`src/rtl/keypad_pkg.sv`:
```
// Shared types and constants for the 4x4 keypad scanner.
package keypad_pkg;

    localparam int KP_ROWS        = 4;
    localparam int KP_COLS        = 4;
    localparam int KP_VALID_BIT   = 4;
    localparam int KP_PRESSED_BIT = 5;

    // Debounce FSM states.
    typedef enum logic [1:0] {
        IDLE       = 2'd0,
        DB_PRESS   = 2'd1,
        PRESSED    = 2'd2,
        DB_RELEASE = 2'd3
    } kp_state_e;

    // Lowest closed column of an active-low column vector: {hit, index}.
    function automatic logic [2:0] kp_first_col(input logic [KP_COLS-1:0] col_n);
        logic [2:0] res;
        res = 3'b000;
        for (int c = KP_COLS - 1; c >= 0; c--) begin
            if (!col_n[c]) begin
                res = {1'b1, 2'(c)};
            end
        end
        return res;
    endfunction

endpackage

```
`src/rtl/keypad_col_sync.sv`:
```
// Two-flop synchronizer bringing the asynchronous keypad columns into i_clk.
module keypad_col_sync #(
    parameter int W = 4
) (
    input  logic         i_clk,
    input  logic         i_rst_n,
    input  logic [W-1:0] i_d,
    output logic [W-1:0] o_q
);

    logic [W-1:0] meta_q;
    logic [W-1:0] sync_q;

    // Two-stage capture; reset loads the all-open level so no phantom key appears.
    always_ff @(posedge i_clk) begin
        if (!i_rst_n) begin
            meta_q <= '1;
            sync_q <= '1;
        end else begin
            meta_q <= i_d;
            sync_q <= meta_q;
        end
    end

    assign o_q = sync_q;

endmodule

```
`src/rtl/keypad_scan_ctrl.sv`:
```
// 4x4 keypad row scanner with first-hit capture, press/release debounce and
// a sticky new-key flag for the LSU input bank.
//
// Key handshake: o_key_valid rises the cycle after a key is accepted and
// stays high until a cycle in which i_key_ack is high; the flag drops on the
// following cycle. If an acceptance and an ack fall in the same cycle the
// flag stays set. o_key_code is only ever replaced by a newer acceptance.
module keypad_scan_ctrl
    import keypad_pkg::*;
#(
    parameter int SCAN_DIV     = 1000,
    parameter int DEBOUNCE_CNT = 4
) (
    input  logic                i_clk,
    input  logic                i_rst_n,
    input  logic [KP_COLS-1:0]  i_col,
    output logic [KP_ROWS-1:0]  o_row,
    input  logic                i_key_ack,
    output logic [3:0]          o_key_code,
    output logic                o_key_valid,
    output logic                o_key_pressed,
    output logic [31:0]         o_key_word,
    output kp_state_e           o_dbg_state
);

    localparam int              SW        = (SCAN_DIV > 1) ? $clog2(SCAN_DIV) : 1;
    localparam logic [SW-1:0]   SLOT_LAST = SW'(SCAN_DIV - 1);
    localparam int              CW        = $clog2(DEBOUNCE_CNT + 1);
    localparam logic [CW-1:0]   CNT_MAX   = CW'(DEBOUNCE_CNT);
    localparam logic [CW-1:0]   CNT_ONE   = CW'(1);

    logic [KP_COLS-1:0] col_s;
    logic [SW-1:0]      slot_q;
    logic [1:0]         row_q;
    logic               sample;

    logic [2:0]         col_info;
    logic               cur_hit;
    logic [3:0]         cur_code;
    logic               merged_hit;
    logic [3:0]         merged_code;

    logic               acc_hit_q;
    logic [3:0]         acc_code_q;
    logic               scan_hit_q;
    logic [3:0]         scan_code_q;
    logic               scan_done_q;

    kp_state_e          state_q, state_d;
    logic [CW-1:0]      cnt_q, cnt_d, cnt_inc;
    logic [3:0]         cand_q, cand_d;
    logic               accept;
    logic               release_done;

    logic [3:0]         key_code_q;
    logic               key_valid_q;
    logic               key_pressed_q;

    keypad_col_sync #(.W(KP_COLS)) u_col_sync (
        .i_clk   (i_clk),
        .i_rst_n (i_rst_n),
        .i_d     (i_col),
        .o_q     (col_s)
    );

    assign sample = (slot_q == SLOT_LAST);
    assign o_row  = ~(4'b0001 << row_q);

    // Slot counter and row index; the row moves on when the slot wraps.
    always_ff @(posedge i_clk) begin
        if (!i_rst_n) begin
            slot_q <= '0;
            row_q  <= 2'd0;
        end else if (sample) begin
            slot_q <= '0;
            row_q  <= row_q + 2'd1;
        end else begin
            slot_q <= slot_q + 1'b1;
        end
    end

    // Merge this row's lowest closed column with what earlier rows already found.
    always_comb begin
        col_info    = kp_first_col(col_s);
        cur_hit     = col_info[2];
        cur_code    = {row_q, col_info[1:0]};
        merged_hit  = acc_hit_q | cur_hit;
        merged_code = acc_hit_q ? acc_code_q : (cur_hit ? cur_code : 4'd0);
    end

    // Accumulate across a full scan; publish at the row-3 sample and start fresh.
    always_ff @(posedge i_clk) begin
        if (!i_rst_n) begin
            acc_hit_q   <= 1'b0;
            acc_code_q  <= 4'd0;
            scan_hit_q  <= 1'b0;
            scan_code_q <= 4'd0;
            scan_done_q <= 1'b0;
        end else begin
            scan_done_q <= 1'b0;
            if (sample) begin
                if (row_q == 2'd3) begin
                    scan_hit_q  <= merged_hit;
                    scan_code_q <= merged_code;
                    scan_done_q <= 1'b1;
                    acc_hit_q   <= 1'b0;
                    acc_code_q  <= 4'd0;
                end else begin
                    acc_hit_q   <= merged_hit;
                    acc_code_q  <= merged_code;
                end
            end
        end
    end

    // Debounce state register.
    always_ff @(posedge i_clk) begin
        if (!i_rst_n) begin
            state_q <= IDLE;
            cnt_q   <= '0;
            cand_q  <= 4'd0;
        end else begin
            state_q <= state_d;
            cnt_q   <= cnt_d;
            cand_q  <= cand_d;
        end
    end

    assign cnt_inc = (cnt_q >= CNT_MAX) ? CNT_MAX : cnt_q + 1'b1;

    // Debounce next-state logic; only a completed scan can move the FSM.
    always_comb begin
        state_d      = state_q;
        cnt_d        = cnt_q;
        cand_d       = cand_q;
        accept       = 1'b0;
        release_done = 1'b0;
        if (scan_done_q) begin
            case (state_q)
                IDLE: begin
                    if (scan_hit_q) begin
                        cand_d = scan_code_q;
                        cnt_d  = CNT_ONE;
                        if (DEBOUNCE_CNT == 1) begin
                            state_d = PRESSED;
                            accept  = 1'b1;
                        end else begin
                            state_d = DB_PRESS;
                        end
                    end
                end
                DB_PRESS: begin
                    if (!scan_hit_q) begin
                        state_d = IDLE;
                        cnt_d   = '0;
                    end else if (scan_code_q == cand_q) begin
                        cnt_d = cnt_inc;
                        if (cnt_inc >= CNT_MAX) begin
                            state_d = PRESSED;
                            accept  = 1'b1;
                        end
                    end else begin
                        cand_d = scan_code_q;
                        cnt_d  = CNT_ONE;
                    end
                end
                PRESSED: begin
                    if (!scan_hit_q) begin
                        cnt_d = CNT_ONE;
                        if (DEBOUNCE_CNT == 1) begin
                            state_d      = IDLE;
                            cnt_d        = '0;
                            release_done = 1'b1;
                        end else begin
                            state_d = DB_RELEASE;
                        end
                    end
                end
                DB_RELEASE: begin
                    if (scan_hit_q) begin
                        state_d = PRESSED;
                    end else begin
                        cnt_d = cnt_inc;
                        if (cnt_inc >= CNT_MAX) begin
                            state_d      = IDLE;
                            cnt_d        = '0;
                            release_done = 1'b1;
                        end
                    end
                end
                default: begin
                    state_d = IDLE;
                    cnt_d   = '0;
                end
            endcase
        end
    end

    // Key outputs: acceptance latches the code and sets both flags; set beats ack.
    always_ff @(posedge i_clk) begin
        if (!i_rst_n) begin
            key_code_q    <= 4'd0;
            key_valid_q   <= 1'b0;
            key_pressed_q <= 1'b0;
        end else begin
            if (accept) begin
                key_code_q  <= cand_d;
                key_valid_q <= 1'b1;
            end else if (i_key_ack) begin
                key_valid_q <= 1'b0;
            end
            if (accept) begin
                key_pressed_q <= 1'b1;
            end else if (release_done) begin
                key_pressed_q <= 1'b0;
            end
        end
    end

    // Pack the LSU input-bank word.
    always_comb begin
        o_key_word                 = 32'd0;
        o_key_word[3:0]            = key_code_q;
        o_key_word[KP_VALID_BIT]   = key_valid_q;
        o_key_word[KP_PRESSED_BIT] = key_pressed_q;
    end

    assign o_key_code    = key_code_q;
    assign o_key_valid   = key_valid_q;
    assign o_key_pressed = key_pressed_q;
    assign o_dbg_state   = state_q;

endmodule

```
`config.mk`:
```
export PLATFORM = sky130hd
export DESIGN_NAME = keypad_scan_ctrl
export DESIGN_NICKNAME = d
export VERILOG_FILES = /design/src/rtl/keypad_pkg.sv /design/src/rtl/keypad_col_sync.sv /design/src/rtl/keypad_scan_ctrl.sv
export SDC_FILE = /design/constraint.sdc
export NUM_CORES = 1
export LEC_CHECK = 0
export ABC_AREA = 1
export CORE_MARGIN = 3
export CORE_UTILIZATION = 43
export CTS_CLUSTER_SIZE = 25
export DETAILED_ROUTE_END_ITERATION = 8
export DONT_BUFFER_PORTS = 1
export PLACE_DENSITY_LB_ADDON = 0.3
export SETUP_SLACK_MARGIN = 0.4
export SLEW_MARGIN = 20
export SYNTH_ARGS = -nofsm -noshare
export SYNTH_HDL_FRONTEND = slang
export SYNTH_HIERARCHICAL = 1
export SYNTH_SLANG_ARGS = --single-unit
export TNS_END_PERCENT = 10
```
`constraint.sdc`:
```
create_clock -name i_clk -period 1.22 [get_ports i_clk]
set_input_delay 0.061 -clock i_clk [delete_from_list [all_inputs] [get_ports i_clk]]
set_output_delay 0.061 -clock i_clk [all_outputs]
set_load 0.02 [all_outputs]
```
==> results.toml <==
[setup_path]
endpoint_kind = "flip-flop"
required_ns = 1.47
cp.arrival_ns = 1.50
reg2regPathDepth = 9
path_max_fanout = 4
start_kind = "flip-flop"
reg2reg_setup_slack_ns = -0.03
worstSetupPathType = "flip-flop to flip-flop"
cp_cell_sequence = "inv_2 -> nand2_2 -> nand2_2 -> nor2_4 -> buf_6 -> nand4_1 -> nor2_2 -> nor2_1 -> nor2_1"
slowest_stage = "dfxtp_2"
cpPeakStageDelay_ns = 0.36

[synth]
ys_seq_area_frac = 0.395
syn_inst = 313
yosysWarnings = 6
postSynthRegisterBits = 46
synth_cell_types = 31
syn_area_per_cell_um2 = 7.45
syn_area_um2 = 2330

[place]
io_buffers = 0
dp_hpwl_mm = 3.10
pre_cts_ws_ns = -0.0672
place_congestion = 0.846

[sta]
skew_ns = 0.00558
fin_crit_ns = 1.25
finalHoldWorstSlack_ns = -0.178
rsz0062_at_grt = "true"
setup_viol = 18
hold_viol = 15
setup_slack_ns = -0.0333
fmax_mhz = 798
finalCritPeriodShare = 1.03
slew_violations = 0
tns_ns = -0.248

[clock_tree]
hold_buffers = 5
clk_pin_slew_ns = 0.09
cts.sinks = 46
cts_inserted_buffers = 5
cts_tree = "done"
insertion_delay_ns = 0.30
cts.path.max_buffers = 2
cts-htree-levels = 2
clockRootBuffer = "clkbuf_8"

[die]
die_w_um = 79.6
pin_count = 51
coreArea_um2 = 5170
fp-row-count = 26
dieArea_um2 = 6340
start_util = 0.451
die_y_um = 79.6

[routing]
detail_route.drc_violations = 0
wire_per_inst_um = 10.3
first_iter_violations = 49
wirelength_mm = 4.44
vias_per_cell = 4.50
dr.pass1.iters = 4
num_vias = 1936
antenna_left = 0

[grt]
antenna_found_initial = 0
gr-total-overflow = 0
grt_start_max_net_pins = 20
grt_pass1_vias = 1751
grt_pass1_wl_mm = 7.27
grt_use_total = 0.144

[status]
outcome = "complete, but fails checks"
violations = "negative hold slack, negative setup slack"

[power_and_ir_drop]
seqPwrFrac = 0.569
ir_drop_mv = 0.875
power.density_nw_per_um2 = 898
switchingPower_uw = 665
comb_power_share = 0.065
internal_power_mw = 2.02
p_leak_nw = 1.34
clock_power_share = 0.366
switching_share = 0.248
p_total_mw = 2.69

[final_layout]
antennaDiodeCount = 0
drive_above_1_share = 0.378
nNetsFinal = 373
syn2layout_area_growth_pct = 28.2
num-fill-cells = 463

[min_path]
hold_path_class = "primary input to flip-flop"
hold_depth = 1

[run]
drv_cap = 0
-- routing by layer --
layer / up-vias / part of all wire / global-route usage
met3: 11 / 0.049 / 0.0372
li1: 1013 / - / -
met4: 0 / 0.023 / 0.0619
met5: - / 0 / 0
met2: 44 / 0.50 / 0.249
met1: 868 / 0.43 / 0.167
-- power by group through the flow --
stage	Clock (mW)	Combinational, mW	Sequential [mW]
after detailed placement	0	0.151	1.57
after CTS	1.01	0.171	1.53
final	0.983	0.175	1.53
after global routing	1.08	0.195	1.53
after global placement	0	0.150	1.57
after floorplan	0	0.201	1.57
-- registers in the layout, summed over array words and instances (netlist names), 2 cells and up, named ones only --
name,cells
slot_q,10
acc_code_q,4
cand_q,4
o_key_code,4
scan_code_q,4
u_col_sync/meta_q,4
u_col_sync/o_q,4
cnt_q,3
row_q,2
-- worst max-delay path: cells and delay by family (launching register included) --
kind          cells  cell delay, ns
buf+inv           2            0.14
flops             1            0.36
simple gates      7            0.69
-- placed cells by master (no fill, tap or decap), types with 6 or more instances in the layout --
cell type  synthesis  routed
dfxtp_1           46      30
nor2_1            29      25
buf_6              1      13
conb_1             1      26
nor2_2             7       6
nand2_1           68      58
dfxtp_2            0      11
o21ai_1            2      11
nand2_2            1       9
inv_2              7      16
nand4_1            7       7
inv_1             42      31
nand3_2            3       8
nor2_4             3       8
buf_4             32      33
o21ai_0           16       6
clkbuf_8           0       6
a21oi_1           10       9
-- worst paths after layout --
| kind | end | startpoint |
|---|---|---|
| setup / recovery | o_key_code[1] | scan_code_q[1] |
| hold / removal | u_col_sync/o_q[0] | i_rst_n |
| setup reg to reg | o_key_code[1] | scan_code_q[1] |
| hold reg to reg | u_col_sync/o_q[0] | u_col_sync/meta_q[0] |
-- cell type report --
| cell class | instances | area [um2] | area share |
|---|---|---|---|
| Clock inverter | 2 | 11.3 | 0.00377 |
| Inverter | 49 | 189 | 0.0632 |
| Multi-Input combinational cell | 206 | 1220 | 0.409 |
| Timing Repair Buffer | 51 | 444 | 0.149 |
| Sequential cell | 46 | 953 | 0.319 |
| Clock buffer | 6 | 82.6 | 0.0276 |
| Tap cell | 70 | 87.6 | 0.0293 |
-- cells in the mapped netlist, drive strengths merged --
master / number / area share
a211oi: 1 / 0.0032
a21oi: 10 / 0.021
a41oi: 1 / 0.0038
buf: 36 / 0.11
clkbuf: 1 / 0.0016
conb: 1 / 0.0016
dfxtp: 46 / 0.39
ha: 7 / 0.038
inv: 49 / 0.079
nand2: 69 / 0.11
nand3: 14 / 0.036
nand4: 8 / 0.028
nor2: 39 / 0.080
nor3: 4 / 0.018
nor3b: 2 / 0.0064
o21ai: 20 / 0.046
o21bai: 1 / 0.0032
o22ai: 2 / 0.0054
o31ai: 1 / 0.0032
xor2: 1 / 0.0038
-- metrics by stage --
stage                     cells  cell area (um2)   util
after floorplan             338             2480      -
after global placement      412             2600  0.503
after detailed placement    412             2600  0.503
after CTS                   429             2900  0.561
after global routing        430             2990  0.578
final                       430             2990  0.578
-- repair_timing --
action                                 in CTS  in global routing
gates resized for setup                    50                 29
pin swaps                                  13                 19
endpoints found under the hold margin      21                 14
cloned                                      0                  0
setup endpoints to repair                  56                 56
setup buffers                               4                  1
-- kinds of logic after synthesis --
| family | share of synthesized area |
|---|---|
| simple gates | 0.281 |
| flops | 0.395 |
| other cells | 0.00161 |
| buf+inv | 0.195 |
| xor+xnor | 0.00376 |
| fa+ha+maj | 0.0376 |
| compound gates | 0.0864 |
Power figures use the tool's default switching activity.
